==> src/rtl/spi_cmd_decoder_if.sv <==
// Byte-stream input and packet output bundle for spi_cmd_decoder.
// The master side is the SPI byte front-end; the slave side is the decoder.
// The pkt_count/err_count members exist only when SPI_CMD_DECODER_STATS_EN is defined.
interface spi_cmd_decoder_if #(
  parameter int unsigned VTX_W   = 108,
  parameter int unsigned CNT_W   = 8,
  parameter int unsigned TRANS_W = 288
);
  logic                 frame_active;
  logic                 byte_valid;
  logic [7:0]           byte_data;
  logic                 opcode_valid;
  logic [3:0]           opcode;
  logic                 vert_valid;
  logic [12:0]          vert_base;
  logic [CNT_W-1:0]     vert_count;
  logic                 next_vert_valid;
  logic [VTX_W-1:0]     vert_in;
  logic                 tri_valid;
  logic [12:0]          tri_base;
  logic [CNT_W-1:0]     tri_count;
  logic                 next_tri_valid;
  logic [3*CNT_W-1:0]   tri_in;
  logic                 inst_valid;
  logic [CNT_W-1:0]     vert_id;
  logic [CNT_W-1:0]     tri_id;
  logic [CNT_W-1:0]     inst_id;
  logic [TRANS_W-1:0]   transform;
  logic                 err_valid;
  logic [2:0]           err_code;
`ifdef SPI_CMD_DECODER_STATS_EN
  logic [15:0]          pkt_count;
  logic [15:0]          err_count;

  modport master (
    output frame_active, byte_valid, byte_data,
    input  opcode_valid, opcode, vert_valid, vert_base, vert_count,
           next_vert_valid, vert_in, tri_valid, tri_base, tri_count,
           next_tri_valid, tri_in, inst_valid, vert_id, tri_id, inst_id,
           transform, err_valid, err_code, pkt_count, err_count
  );

  modport slave (
    input  frame_active, byte_valid, byte_data,
    output opcode_valid, opcode, vert_valid, vert_base, vert_count,
           next_vert_valid, vert_in, tri_valid, tri_base, tri_count,
           next_tri_valid, tri_in, inst_valid, vert_id, tri_id, inst_id,
           transform, err_valid, err_code, pkt_count, err_count
  );
`else
  modport master (
    output frame_active, byte_valid, byte_data,
    input  opcode_valid, opcode, vert_valid, vert_base, vert_count,
           next_vert_valid, vert_in, tri_valid, tri_base, tri_count,
           next_tri_valid, tri_in, inst_valid, vert_id, tri_id, inst_id,
           transform, err_valid, err_code
  );

  modport slave (
    input  frame_active, byte_valid, byte_data,
    output opcode_valid, opcode, vert_valid, vert_base, vert_count,
           next_vert_valid, vert_in, tri_valid, tri_base, tri_count,
           next_tri_valid, tri_in, inst_valid, vert_id, tri_id, inst_id,
           transform, err_valid, err_code
  );
`endif
endinterface

==> src/rtl/spi_cmd_decoder.sv <==
// spi_cmd_decoder: turns framed SPI bytes into geometry-memory packets
// (opcode, vertex/triangle headers and words, instance records) and flags
// bad opcodes, truncated frames and buffer overflows on err_valid/err_code.
// Optional packet/error counters: define SPI_CMD_DECODER_STATS_EN.
module spi_cmd_decoder #(
  parameter int unsigned MAX_VERT = 5000,
  parameter int unsigned MAX_TRI  = 5000,
  parameter int unsigned VTX_W    = 108,
  parameter int unsigned CNT_W    = 8,
  parameter int unsigned TRANS_W  = 288
) (
  input  logic             clk,
  input  logic             rst,
  spi_cmd_decoder_if.slave bus
);

  typedef enum logic [2:0] {
    S_OPC, S_HDR, S_VDATA, S_TDATA, S_XFORM, S_DISCARD
  } state_t;

  localparam logic [3:0] OP_WIPE   = 4'd0;
  localparam logic [3:0] OP_VERT   = 4'd1;
  localparam logic [3:0] OP_TRI    = 4'd2;
  localparam logic [3:0] OP_CREATE = 4'd3;
  localparam logic [3:0] OP_UPDATE = 4'd4;

  localparam logic [2:0] ERR_OPC   = 3'd1;
  localparam logic [2:0] ERR_TRUNC = 3'd2;
  localparam logic [2:0] ERR_OVF   = 3'd3;

  localparam logic [5:0] VTX_LAST  = 6'd13;  // 14-byte vertex
  localparam logic [5:0] TRI_LAST  = 6'd2;   // 3-byte triangle
  localparam logic [5:0] XF_LAST   = 6'd35;  // 36-byte transform

  state_t               r_state, w_state_nxt;
  logic [5:0]           r_cnt, w_cnt_nxt;
  logic [7:0]           r_words, w_words_nxt;
  logic [3:0]           r_op, w_op_nxt;
  logic                 r_ovf, w_ovf_nxt;
  logic [TRANS_W-1:0]   r_shift;
  logic [TRANS_W-1:0]   w_shift_nxt;
  logic                 w_byte;
  logic [3:0]           w_opc;
  logic [5:0]           w_hdr_last;
  logic [12:0]          w_base;
  logic [7:0]           w_count;
  logic [13:0]          w_sum;
  logic                 w_over;

  logic w_ld_opc, w_ld_vhdr, w_ld_vdata, w_ld_thdr, w_ld_tdata;
  logic w_ld_cid, w_ld_uid, w_ld_inst;
  logic w_err, w_pkt_done, w_wipe;
  logic [2:0] w_err_code;

  logic                 r_opcode_valid;
  logic [3:0]           r_opcode;
  logic                 r_vert_valid;
  logic [12:0]          r_vert_base;
  logic [CNT_W-1:0]     r_vert_count;
  logic                 r_next_vert_valid;
  logic [VTX_W-1:0]     r_vert_in;
  logic                 r_tri_valid;
  logic [12:0]          r_tri_base;
  logic [CNT_W-1:0]     r_tri_count;
  logic                 r_next_tri_valid;
  logic [3*CNT_W-1:0]   r_tri_in;
  logic                 r_inst_valid;
  logic [CNT_W-1:0]     r_vert_id, r_tri_id, r_inst_id;
  logic [CNT_W-1:0]     r_vid_h, r_tid_h, r_iid_h;
  logic                 r_create;
  logic [TRANS_W-1:0]   r_transform;
  logic                 r_err_valid;
  logic [2:0]           r_err_code;

  // Big-endian assembly: every accepted byte shifts in at the LSB end, so the
  // most recent N bytes of any field always sit in the low 8*N bits.
  assign w_byte      = bus.frame_active & bus.byte_valid;
  assign w_shift_nxt = {r_shift[TRANS_W-9:0], bus.byte_data};
  assign w_opc       = bus.byte_data[3:0];
  assign w_base      = w_shift_nxt[20:8];
  assign w_count     = w_shift_nxt[7:0];
  assign w_sum       = {1'b0, w_base} + {6'b0, w_count};
  assign w_over      = (r_op == OP_VERT) ? (w_sum > 14'(MAX_VERT))
                                         : (w_sum > 14'(MAX_TRI));

  // Header length per opcode, as the index of its final byte.
  always_comb begin
    w_hdr_last = 6'd0;
    case (r_op)
      OP_VERT, OP_TRI: w_hdr_last = 6'd2;
      OP_CREATE:       w_hdr_last = 6'd1;
      default:         w_hdr_last = 6'd0;
    endcase
  end

  // State register and byte/word counters.
  always_ff @(posedge clk or posedge rst) begin
    if (rst) begin
      r_state <= S_OPC;
      r_cnt   <= '0;
      r_words <= '0;
      r_op    <= '0;
      r_ovf   <= 1'b0;
      r_shift <= '0;
    end else begin
      r_state <= w_state_nxt;
      r_cnt   <= w_cnt_nxt;
      r_words <= w_words_nxt;
      r_op    <= w_op_nxt;
      r_ovf   <= w_ovf_nxt;
      if (w_byte) r_shift <= w_shift_nxt;
    end
  end

  // Next-state decode and per-cycle load strobes for the output registers.
  always_comb begin
    w_state_nxt = r_state;
    w_cnt_nxt   = r_cnt;
    w_words_nxt = r_words;
    w_op_nxt    = r_op;
    w_ovf_nxt   = r_ovf;
    w_ld_opc    = 1'b0;
    w_ld_vhdr   = 1'b0;
    w_ld_vdata  = 1'b0;
    w_ld_thdr   = 1'b0;
    w_ld_tdata  = 1'b0;
    w_ld_cid    = 1'b0;
    w_ld_uid    = 1'b0;
    w_ld_inst   = 1'b0;
    w_err       = 1'b0;
    w_err_code  = '0;
    w_pkt_done  = 1'b0;
    w_wipe      = 1'b0;
    if (!bus.frame_active) begin
      // Frame end: a packet still in progress is truncated; any byte this cycle is dropped.
      w_state_nxt = S_OPC;
      w_cnt_nxt   = '0;
      if (r_state != S_OPC && r_state != S_DISCARD) begin
        w_err      = 1'b1;
        w_err_code = ERR_TRUNC;
      end
    end else if (bus.byte_valid) begin
      case (r_state)
        S_OPC: begin
          w_cnt_nxt = '0;
          if (w_opc <= OP_UPDATE) begin
            w_ld_opc = 1'b1;
            w_op_nxt = w_opc;
            if (w_opc == OP_WIPE) begin
              w_wipe     = 1'b1;
              w_pkt_done = 1'b1;
            end else begin
              w_state_nxt = S_HDR;
            end
          end else begin
            w_err       = 1'b1;
            w_err_code  = ERR_OPC;
            w_state_nxt = S_DISCARD;
          end
        end
        S_HDR: begin
          w_cnt_nxt = r_cnt + 6'd1;
          if (r_cnt == w_hdr_last) begin
            w_cnt_nxt = '0;
            if (r_op == OP_VERT || r_op == OP_TRI) begin
              // Overflowed buffers still consume their data bytes, silently.
              w_ovf_nxt   = w_over;
              w_words_nxt = w_count;
              if (w_over) begin
                w_err      = 1'b1;
                w_err_code = ERR_OVF;
              end else if (r_op == OP_VERT) begin
                w_ld_vhdr = 1'b1;
              end else begin
                w_ld_thdr = 1'b1;
              end
              if (w_count == 8'd0) begin
                w_state_nxt = S_OPC;
                w_pkt_done  = !w_over;
              end else begin
                w_state_nxt = (r_op == OP_VERT) ? S_VDATA : S_TDATA;
              end
            end else begin
              w_ld_cid    = (r_op == OP_CREATE);
              w_ld_uid    = (r_op == OP_UPDATE);
              w_state_nxt = S_XFORM;
            end
          end
        end
        S_VDATA: begin
          w_cnt_nxt = r_cnt + 6'd1;
          if (r_cnt == VTX_LAST) begin
            w_cnt_nxt   = '0;
            w_ld_vdata  = !r_ovf;
            w_words_nxt = r_words - 8'd1;
            if (r_words == 8'd1) begin
              w_state_nxt = S_OPC;
              w_pkt_done  = !r_ovf;
            end
          end
        end
        S_TDATA: begin
          w_cnt_nxt = r_cnt + 6'd1;
          if (r_cnt == TRI_LAST) begin
            w_cnt_nxt   = '0;
            w_ld_tdata  = !r_ovf;
            w_words_nxt = r_words - 8'd1;
            if (r_words == 8'd1) begin
              w_state_nxt = S_OPC;
              w_pkt_done  = !r_ovf;
            end
          end
        end
        S_XFORM: begin
          w_cnt_nxt = r_cnt + 6'd1;
          if (r_cnt == XF_LAST) begin
            w_cnt_nxt   = '0;
            w_ld_inst   = 1'b1;
            w_pkt_done  = 1'b1;
            w_state_nxt = S_OPC;
          end
        end
        default: ;
      endcase
    end
  end

  // Output pulses and held data fields, registered one cycle after the completing byte.
  always_ff @(posedge clk or posedge rst) begin
    if (rst) begin
      r_opcode_valid    <= 1'b0;
      r_opcode          <= '0;
      r_vert_valid      <= 1'b0;
      r_vert_base       <= '0;
      r_vert_count      <= '0;
      r_next_vert_valid <= 1'b0;
      r_vert_in         <= '0;
      r_tri_valid       <= 1'b0;
      r_tri_base        <= '0;
      r_tri_count       <= '0;
      r_next_tri_valid  <= 1'b0;
      r_tri_in          <= '0;
      r_inst_valid      <= 1'b0;
      r_vert_id         <= '0;
      r_tri_id          <= '0;
      r_inst_id         <= '0;
      r_vid_h           <= '0;
      r_tid_h           <= '0;
      r_iid_h           <= '0;
      r_create          <= 1'b0;
      r_transform       <= '0;
      r_err_valid       <= 1'b0;
      r_err_code        <= '0;
    end else begin
      r_opcode_valid    <= w_ld_opc;
      r_vert_valid      <= w_ld_vhdr;
      r_next_vert_valid <= w_ld_vdata;
      r_tri_valid       <= w_ld_thdr;
      r_next_tri_valid  <= w_ld_tdata;
      r_inst_valid      <= w_ld_inst;
      r_err_valid       <= w_err;
      if (w_ld_opc) r_opcode <= w_opc;
      if (w_err)    r_err_code <= w_err_code;
      if (w_ld_vhdr) begin
        r_vert_base  <= w_base;
        r_vert_count <= w_count[CNT_W-1:0];
      end
      if (w_ld_thdr) begin
        r_tri_base  <= w_base;
        r_tri_count <= w_count[CNT_W-1:0];
      end
      if (w_ld_vdata) r_vert_in <= w_shift_nxt[VTX_W-1:0];
      if (w_ld_tdata) r_tri_in  <= w_shift_nxt[3*CNT_W-1:0];
      // Ids are staged at header time and only published with inst_valid.
      if (w_ld_cid) begin
        r_vid_h  <= w_shift_nxt[15:8];
        r_tid_h  <= w_shift_nxt[7:0];
        r_create <= 1'b1;
      end
      if (w_ld_uid) begin
        r_iid_h  <= w_shift_nxt[7:0];
        r_create <= 1'b0;
      end
      if (w_ld_inst) begin
        r_transform <= w_shift_nxt;
        if (r_create) begin
          r_vert_id <= r_vid_h;
          r_tri_id  <= r_tid_h;
        end else begin
          r_inst_id <= r_iid_h;
        end
      end
    end
  end

  assign bus.opcode_valid    = r_opcode_valid;
  assign bus.opcode          = r_opcode;
  assign bus.vert_valid      = r_vert_valid;
  assign bus.vert_base       = r_vert_base;
  assign bus.vert_count      = r_vert_count;
  assign bus.next_vert_valid = r_next_vert_valid;
  assign bus.vert_in         = r_vert_in;
  assign bus.tri_valid       = r_tri_valid;
  assign bus.tri_base        = r_tri_base;
  assign bus.tri_count       = r_tri_count;
  assign bus.next_tri_valid  = r_next_tri_valid;
  assign bus.tri_in          = r_tri_in;
  assign bus.inst_valid      = r_inst_valid;
  assign bus.vert_id         = r_vert_id;
  assign bus.tri_id          = r_tri_id;
  assign bus.inst_id         = r_inst_id;
  assign bus.transform       = r_transform;
  assign bus.err_valid       = r_err_valid;
  assign bus.err_code        = r_err_code;

`ifdef SPI_CMD_DECODER_STATS_EN
  logic [15:0] r_pkt_count, r_err_count;

  // Saturating packet/error counters; a WIPE clears both, taking priority
  // over counting the WIPE itself as a completed packet.
  always_ff @(posedge clk or posedge rst) begin
    if (rst) begin
      r_pkt_count <= '0;
      r_err_count <= '0;
    end else if (w_wipe) begin
      r_pkt_count <= '0;
      r_err_count <= '0;
    end else begin
      if (w_pkt_done && r_pkt_count != '1) r_pkt_count <= r_pkt_count + 16'd1;
      if (w_err && r_err_count != '1)      r_err_count <= r_err_count + 16'd1;
    end
  end

  assign bus.pkt_count = r_pkt_count;
  assign bus.err_count = r_err_count;
`endif

endmodule

==> src/flat_wrapper.sv <==
// flat-port wrapper written by rule: the top's interface ports become plain ports
module spi_cmd_decoder_flat 
#(
  parameter int unsigned MAX_VERT = 5000,
  parameter int unsigned MAX_TRI  = 5000,
  parameter int unsigned VTX_W    = 108,
  parameter int unsigned CNT_W    = 8,
  parameter int unsigned TRANS_W  = 288
)
  (clk, rst, bus_frame_active, bus_byte_valid, bus_byte_data, bus_opcode_valid, bus_opcode, bus_vert_valid, bus_vert_base, bus_vert_count, bus_next_vert_valid, bus_vert_in, bus_tri_valid, bus_tri_base, bus_tri_count, bus_next_tri_valid, bus_tri_in, bus_inst_valid, bus_vert_id, bus_tri_id, bus_inst_id, bus_transform, bus_err_valid, bus_err_code);
  spi_cmd_decoder_if #(.VTX_W(VTX_W), .CNT_W(CNT_W), .TRANS_W(TRANS_W)) bus_i ();
  input  logic clk;
  input  logic rst;
  input wire logic [$bits(bus_i.frame_active)-1:0] bus_frame_active;
  input wire logic [$bits(bus_i.byte_valid)-1:0] bus_byte_valid;
  input wire logic [$bits(bus_i.byte_data)-1:0] bus_byte_data;
  output wire logic [$bits(bus_i.opcode_valid)-1:0] bus_opcode_valid;
  output wire logic [$bits(bus_i.opcode)-1:0] bus_opcode;
  output wire logic [$bits(bus_i.vert_valid)-1:0] bus_vert_valid;
  output wire logic [$bits(bus_i.vert_base)-1:0] bus_vert_base;
  output wire logic [$bits(bus_i.vert_count)-1:0] bus_vert_count;
  output wire logic [$bits(bus_i.next_vert_valid)-1:0] bus_next_vert_valid;
  output wire logic [$bits(bus_i.vert_in)-1:0] bus_vert_in;
  output wire logic [$bits(bus_i.tri_valid)-1:0] bus_tri_valid;
  output wire logic [$bits(bus_i.tri_base)-1:0] bus_tri_base;
  output wire logic [$bits(bus_i.tri_count)-1:0] bus_tri_count;
  output wire logic [$bits(bus_i.next_tri_valid)-1:0] bus_next_tri_valid;
  output wire logic [$bits(bus_i.tri_in)-1:0] bus_tri_in;
  output wire logic [$bits(bus_i.inst_valid)-1:0] bus_inst_valid;
  output wire logic [$bits(bus_i.vert_id)-1:0] bus_vert_id;
  output wire logic [$bits(bus_i.tri_id)-1:0] bus_tri_id;
  output wire logic [$bits(bus_i.inst_id)-1:0] bus_inst_id;
  output wire logic [$bits(bus_i.transform)-1:0] bus_transform;
  output wire logic [$bits(bus_i.err_valid)-1:0] bus_err_valid;
  output wire logic [$bits(bus_i.err_code)-1:0] bus_err_code;
  assign bus_i.frame_active = bus_frame_active;
  assign bus_i.byte_valid = bus_byte_valid;
  assign bus_i.byte_data = bus_byte_data;
  assign bus_opcode_valid = bus_i.opcode_valid;
  assign bus_opcode = bus_i.opcode;
  assign bus_vert_valid = bus_i.vert_valid;
  assign bus_vert_base = bus_i.vert_base;
  assign bus_vert_count = bus_i.vert_count;
  assign bus_next_vert_valid = bus_i.next_vert_valid;
  assign bus_vert_in = bus_i.vert_in;
  assign bus_tri_valid = bus_i.tri_valid;
  assign bus_tri_base = bus_i.tri_base;
  assign bus_tri_count = bus_i.tri_count;
  assign bus_next_tri_valid = bus_i.next_tri_valid;
  assign bus_tri_in = bus_i.tri_in;
  assign bus_inst_valid = bus_i.inst_valid;
  assign bus_vert_id = bus_i.vert_id;
  assign bus_tri_id = bus_i.tri_id;
  assign bus_inst_id = bus_i.inst_id;
  assign bus_transform = bus_i.transform;
  assign bus_err_valid = bus_i.err_valid;
  assign bus_err_code = bus_i.err_code;
  spi_cmd_decoder #(.MAX_VERT(MAX_VERT), .MAX_TRI(MAX_TRI), .VTX_W(VTX_W), .CNT_W(CNT_W), .TRANS_W(TRANS_W)) u_core (.clk(clk), .rst(rst), .bus(bus_i));
endmodule
==> config.mk <==
export PLATFORM = sky130hd
export DESIGN_NAME = spi_cmd_decoder_flat
export DESIGN_NICKNAME = d
export VERILOG_FILES = /design/src/rtl/spi_cmd_decoder_if.sv /design/src/rtl/spi_cmd_decoder.sv /design/src/flat_wrapper.sv
export SDC_FILE = /design/constraint.sdc
export NUM_CORES = 2
export LEC_CHECK = 0
export CAP_MARGIN = 20
export CORE_MARGIN = 4
export CORE_UTILIZATION = 45
export DETAILED_ROUTE_END_ITERATION = 10
export GPL_TIMING_DRIVEN = 0
export PLACE_DENSITY = 0.69
export SYNTH_ARGS = -nofsm -noshare
export SYNTH_HDL_FRONTEND = slang
export SYNTH_SLANG_ARGS = --single-unit
==> constraint.sdc <==
create_clock -name clk -period 58.6 [get_ports clk]
set_input_delay 5.86 -clock clk [delete_from_list [all_inputs] [get_ports clk]]
set_output_delay 5.86 -clock clk [all_outputs]
set_load 0.005 [all_outputs]
==> flow_summary.toml <==
[clock_network]
root_buffer = "clkbuf_16"
cts_resized = 0
cts_max_path_buffers = 3
cts.sinks = 826
cts_tree = "yes"
clkTransAtPathRegs_ns = 0.06
clock_latency_ns = 0.63
cts_setup_buffers = 0
cts_made_buffers = 88
htreeDepth = 3
hold_buffers = 0

[global_routing]
grtUsageMet2 = 0.399
antenna_found_initial = 3
top_usage_layer = "met2"
grt_pass1_vias = 24200
grt_max_degree = 127
grt_util_all_layers = 0.246
grt_overflow_total = 0
gr-usage-met3 = 0.0701
grt_pass1_wl_um = 143000
grtUsageMet1 = 0.326

[synth]
syn_avg_cell_area_um2 = 10.2
ys_top_cells_by_count = "nand2_1, dfrtp_1, mux2_2"
synthArstFlopShare = 1.00
synth_cell_types = 78
synth-edff-count = 0
synth_top_flop_cell = "dfrtp_1"
ys_seq_area_frac = 0.644
yosysMostFrequentCell = "nand2_1"
yosysTopAreaCellShare = 0.644
yosys.area.top_type = "dfrtp_1"
syn-cell-area_mm2 = 0.0321
yosys-top-cells-area = "dfrtp_1, nand2_1, mux2_2"
syn_nets = 3189
yosys_warnings = 0
synth-seq-cells = 826
syn-instance-count = 3163

[cells_and_area]
drive_gt1_frac = 0.114
multi_input_area_mm2 = 0.0107
stdcell_area_mm2 = 0.0416
area_delta_synth_final_pct = 29.6
seqCellArea_mm2 = 0.0207
final_nets = 3798
instances_no_fill = 4784
nFillCells = 5931

[timing]
setup_tns_ns = 0
slew_violations = 0
hold_violations = 0
fin_skew_ns = 0.0257
timing.fmax_mhz = 109
post-route-period-util = 0.156
final-setup-viol-count = 0
rsz0062_at_grt = "false"
worstMarginPinSlew_ns = 1.00
maxSlewHeadroom = 0.333
final.min_clock_period_ns = 9.14

[critical_path]
cp_data_arrival_time_ns = 9.65
crit_type = "in -> reg"
endpoint_kind = "flop"
cp_data_required_time_ns = 59.11
critPathMaxFanout = 10
crit_path_start_kind = "input port"

[floorplan]
fp.dieW_um = 275
floorplan.initialDensity = 0.456
die_area_mm2 = 0.0757
die_h_um = 275
pin_count = 512
std_cell_rows = 97
core-area_mm2 = 0.0704

[placed_design]
gp_congestion = 0.864
hpwl_um = 65200
dp_cells = 4622
io_buffers = 510
place_area_mm2 = 0.0386

[route]
drt_iter0_markers = 1826
drt_wl_total_um = 92800
dr_total_vias = 23800
dr.pass1.iters = 5
via_per_inst = 4.98
drc_errors = 0
ant_nets = 0
wl_per_cell_um = 19.4

[power]
intPower_uw = 1020
power_frac_seq = 0.480
p_clk_frac = 0.420
ir_drop_mv = 0.0233
netSwitchingFraction = 0.254
p_per_area_mw_per_mm2 = 32.7
combPwrFrac = 0.100
p_sw_uw = 346
p_leak_uw = 0.0217

[worst_hold_path]
min_path_type = "reg -> reg"

[outcome]
status = "completed"

[run]
drv_cap = 0
[state kept, by name, indices dropped and copies added, names as in the netlist, 2 cells and up]
signal                 flops
u_core.r_shift           280
u_core.bus.vert_count      8
u_core.r_iid_h             8
u_core.bus.vert_in       108
u_core.r_state             3
u_core.bus.tri_base       13
u_core.r_tid_h             8
u_core.r_vid_h             8
u_core.r_cnt               6
u_core.bus.inst_id         8
u_core.bus.tri_count       8
u_core.bus.vert_id         8
u_core.bus.transform     288
u_core.r_words             8
u_core.bus.vert_base      13
u_core.bus.tri_id          8
u_core.bus.opcode          4
u_core.bus.tri_in         24
u_core.bus.err_code        2
u_core.r_op                4
[power groups by stage]
stage          Combinational, µW  Sequential (µW)  Clock (µW)
3_5_place_dp                 138              663           0
6_report                     137              654         572
5_1_grt                      152              659         608
3_3_place_gp                 133              664           0
2_1_floorplan               86.6              648           0
4_1_cts                      138              653         582
[layout make-up]
cell class	count	area share
multi-input cells	2158	0.256
diodes	2	0.000120
repair buffers	519	0.128
well taps	940	0.0283
plain buffers	166	0.0176
flip-flops and latches	826	0.497
clock inverters	27	0.00827
inverters	13	0.00135
clock buffers	133	0.0640
[cells in the final DEF, fill, tap and decap left out, types with 5 or more instances in the layout]
| master | count |
|---|---|
| nor2b_1 | 6 |
| xnor2_1 | 5 |
| ha_1 | 13 |
| buf_2 | 38 |
| clkdlybuf4s50_1 | 510 |
| inv_1 | 11 |
| o21ai_0 | 25 |
| buf_16 | 7 |
| a22o_1 | 5 |
| clkinv_2 | 5 |
| bufinv_16 | 5 |
| mux2_2 | 174 |
| dfrtp_1 | 826 |
| a21oi_1 | 18 |
| o211ai_1 | 5 |
| nor3_1 | 10 |
| clkbuf_16 | 90 |
| buf_4 | 6 |
| mux2_4 | 40 |
| mux2_1 | 10 |
| a21o_1 | 6 |
| clkbuf_8 | 25 |
| nand2_1 | 1724 |
| clkinvlp_4 | 8 |
| or3_1 | 6 |
| nor2_1 | 20 |
| nand3_1 | 11 |
| clkbuf_1 | 133 |
[kinds of logic (layout without fill, tap and decap cells)]
group                    Yosys count  after routing  synth area share
AND/OR/NAND/NOR                 1813           1813             0.220
flip-flops                       826            826             0.644
multiplexers                     225            225            0.0835
buffers and inverters            179            858            0.0243
AO/OA/AOI/OAI                     98             98            0.0211
adder cells (fa/ha/maj)           14             14           0.00569
XOR/XNOR                           7              7           0.00191
other                              1              3          0.000117
[path summary, 6_finish.rpt]
kind,startpoint,end,slack [ns],cells after the start
setup / recovery,bus_byte_data[1],u_core.bus.vert_count[6],49.46,12
min in group asynchronous,rst,u_core.bus.transform[224],5.75,2
hold reg to reg,u_core.bus.transform[243],u_core.bus.transform[243],0.47,2
setup reg to reg,u_core.r_cnt[0],u_core.bus.transform[18],54.72,10
max in group asynchronous,rst,u_core.r_shift[101],50.83,5
hold / removal,u_core.bus.transform[243],u_core.bus.transform[243],0.47,2
[worst max-delay path, cell delays in order]
cell and delay, ns:
clkdlybuf4s50_1 0.86, inv_1 0.30, fa_1 0.50, xnor2_1 0.15
nor3b_2 0.22, o22ai_1 0.13, a2111oi_2 0.42, a21oi_2 0.13
o21ai_4 0.26, and3b_4 0.32, buf_8 0.18, mux2_4 0.31
[metrics by stage]
step            util  worst slack [ns]  power [µW]  hold slack [ns]
3_3_place_gp   0.545             19.86         796            0.458
2_1_floorplan      -             29.54         735            0.439
5_1_grt        0.591             49.31        1420            0.491
3_5_place_dp   0.549             48.80         800            0.461
4_1_cts        0.591             49.42        1370            0.476
6_report       0.591             49.46        1360            0.470
[per-layer routing]
metal  vias to the layer above  wire length, µm
met5                         -                0
met4                         0             2690
met3                       157             6910
met2                       649            44000
met1                     11900            39200
li1                      11200                -
Power figures use the tool's default switching activity.
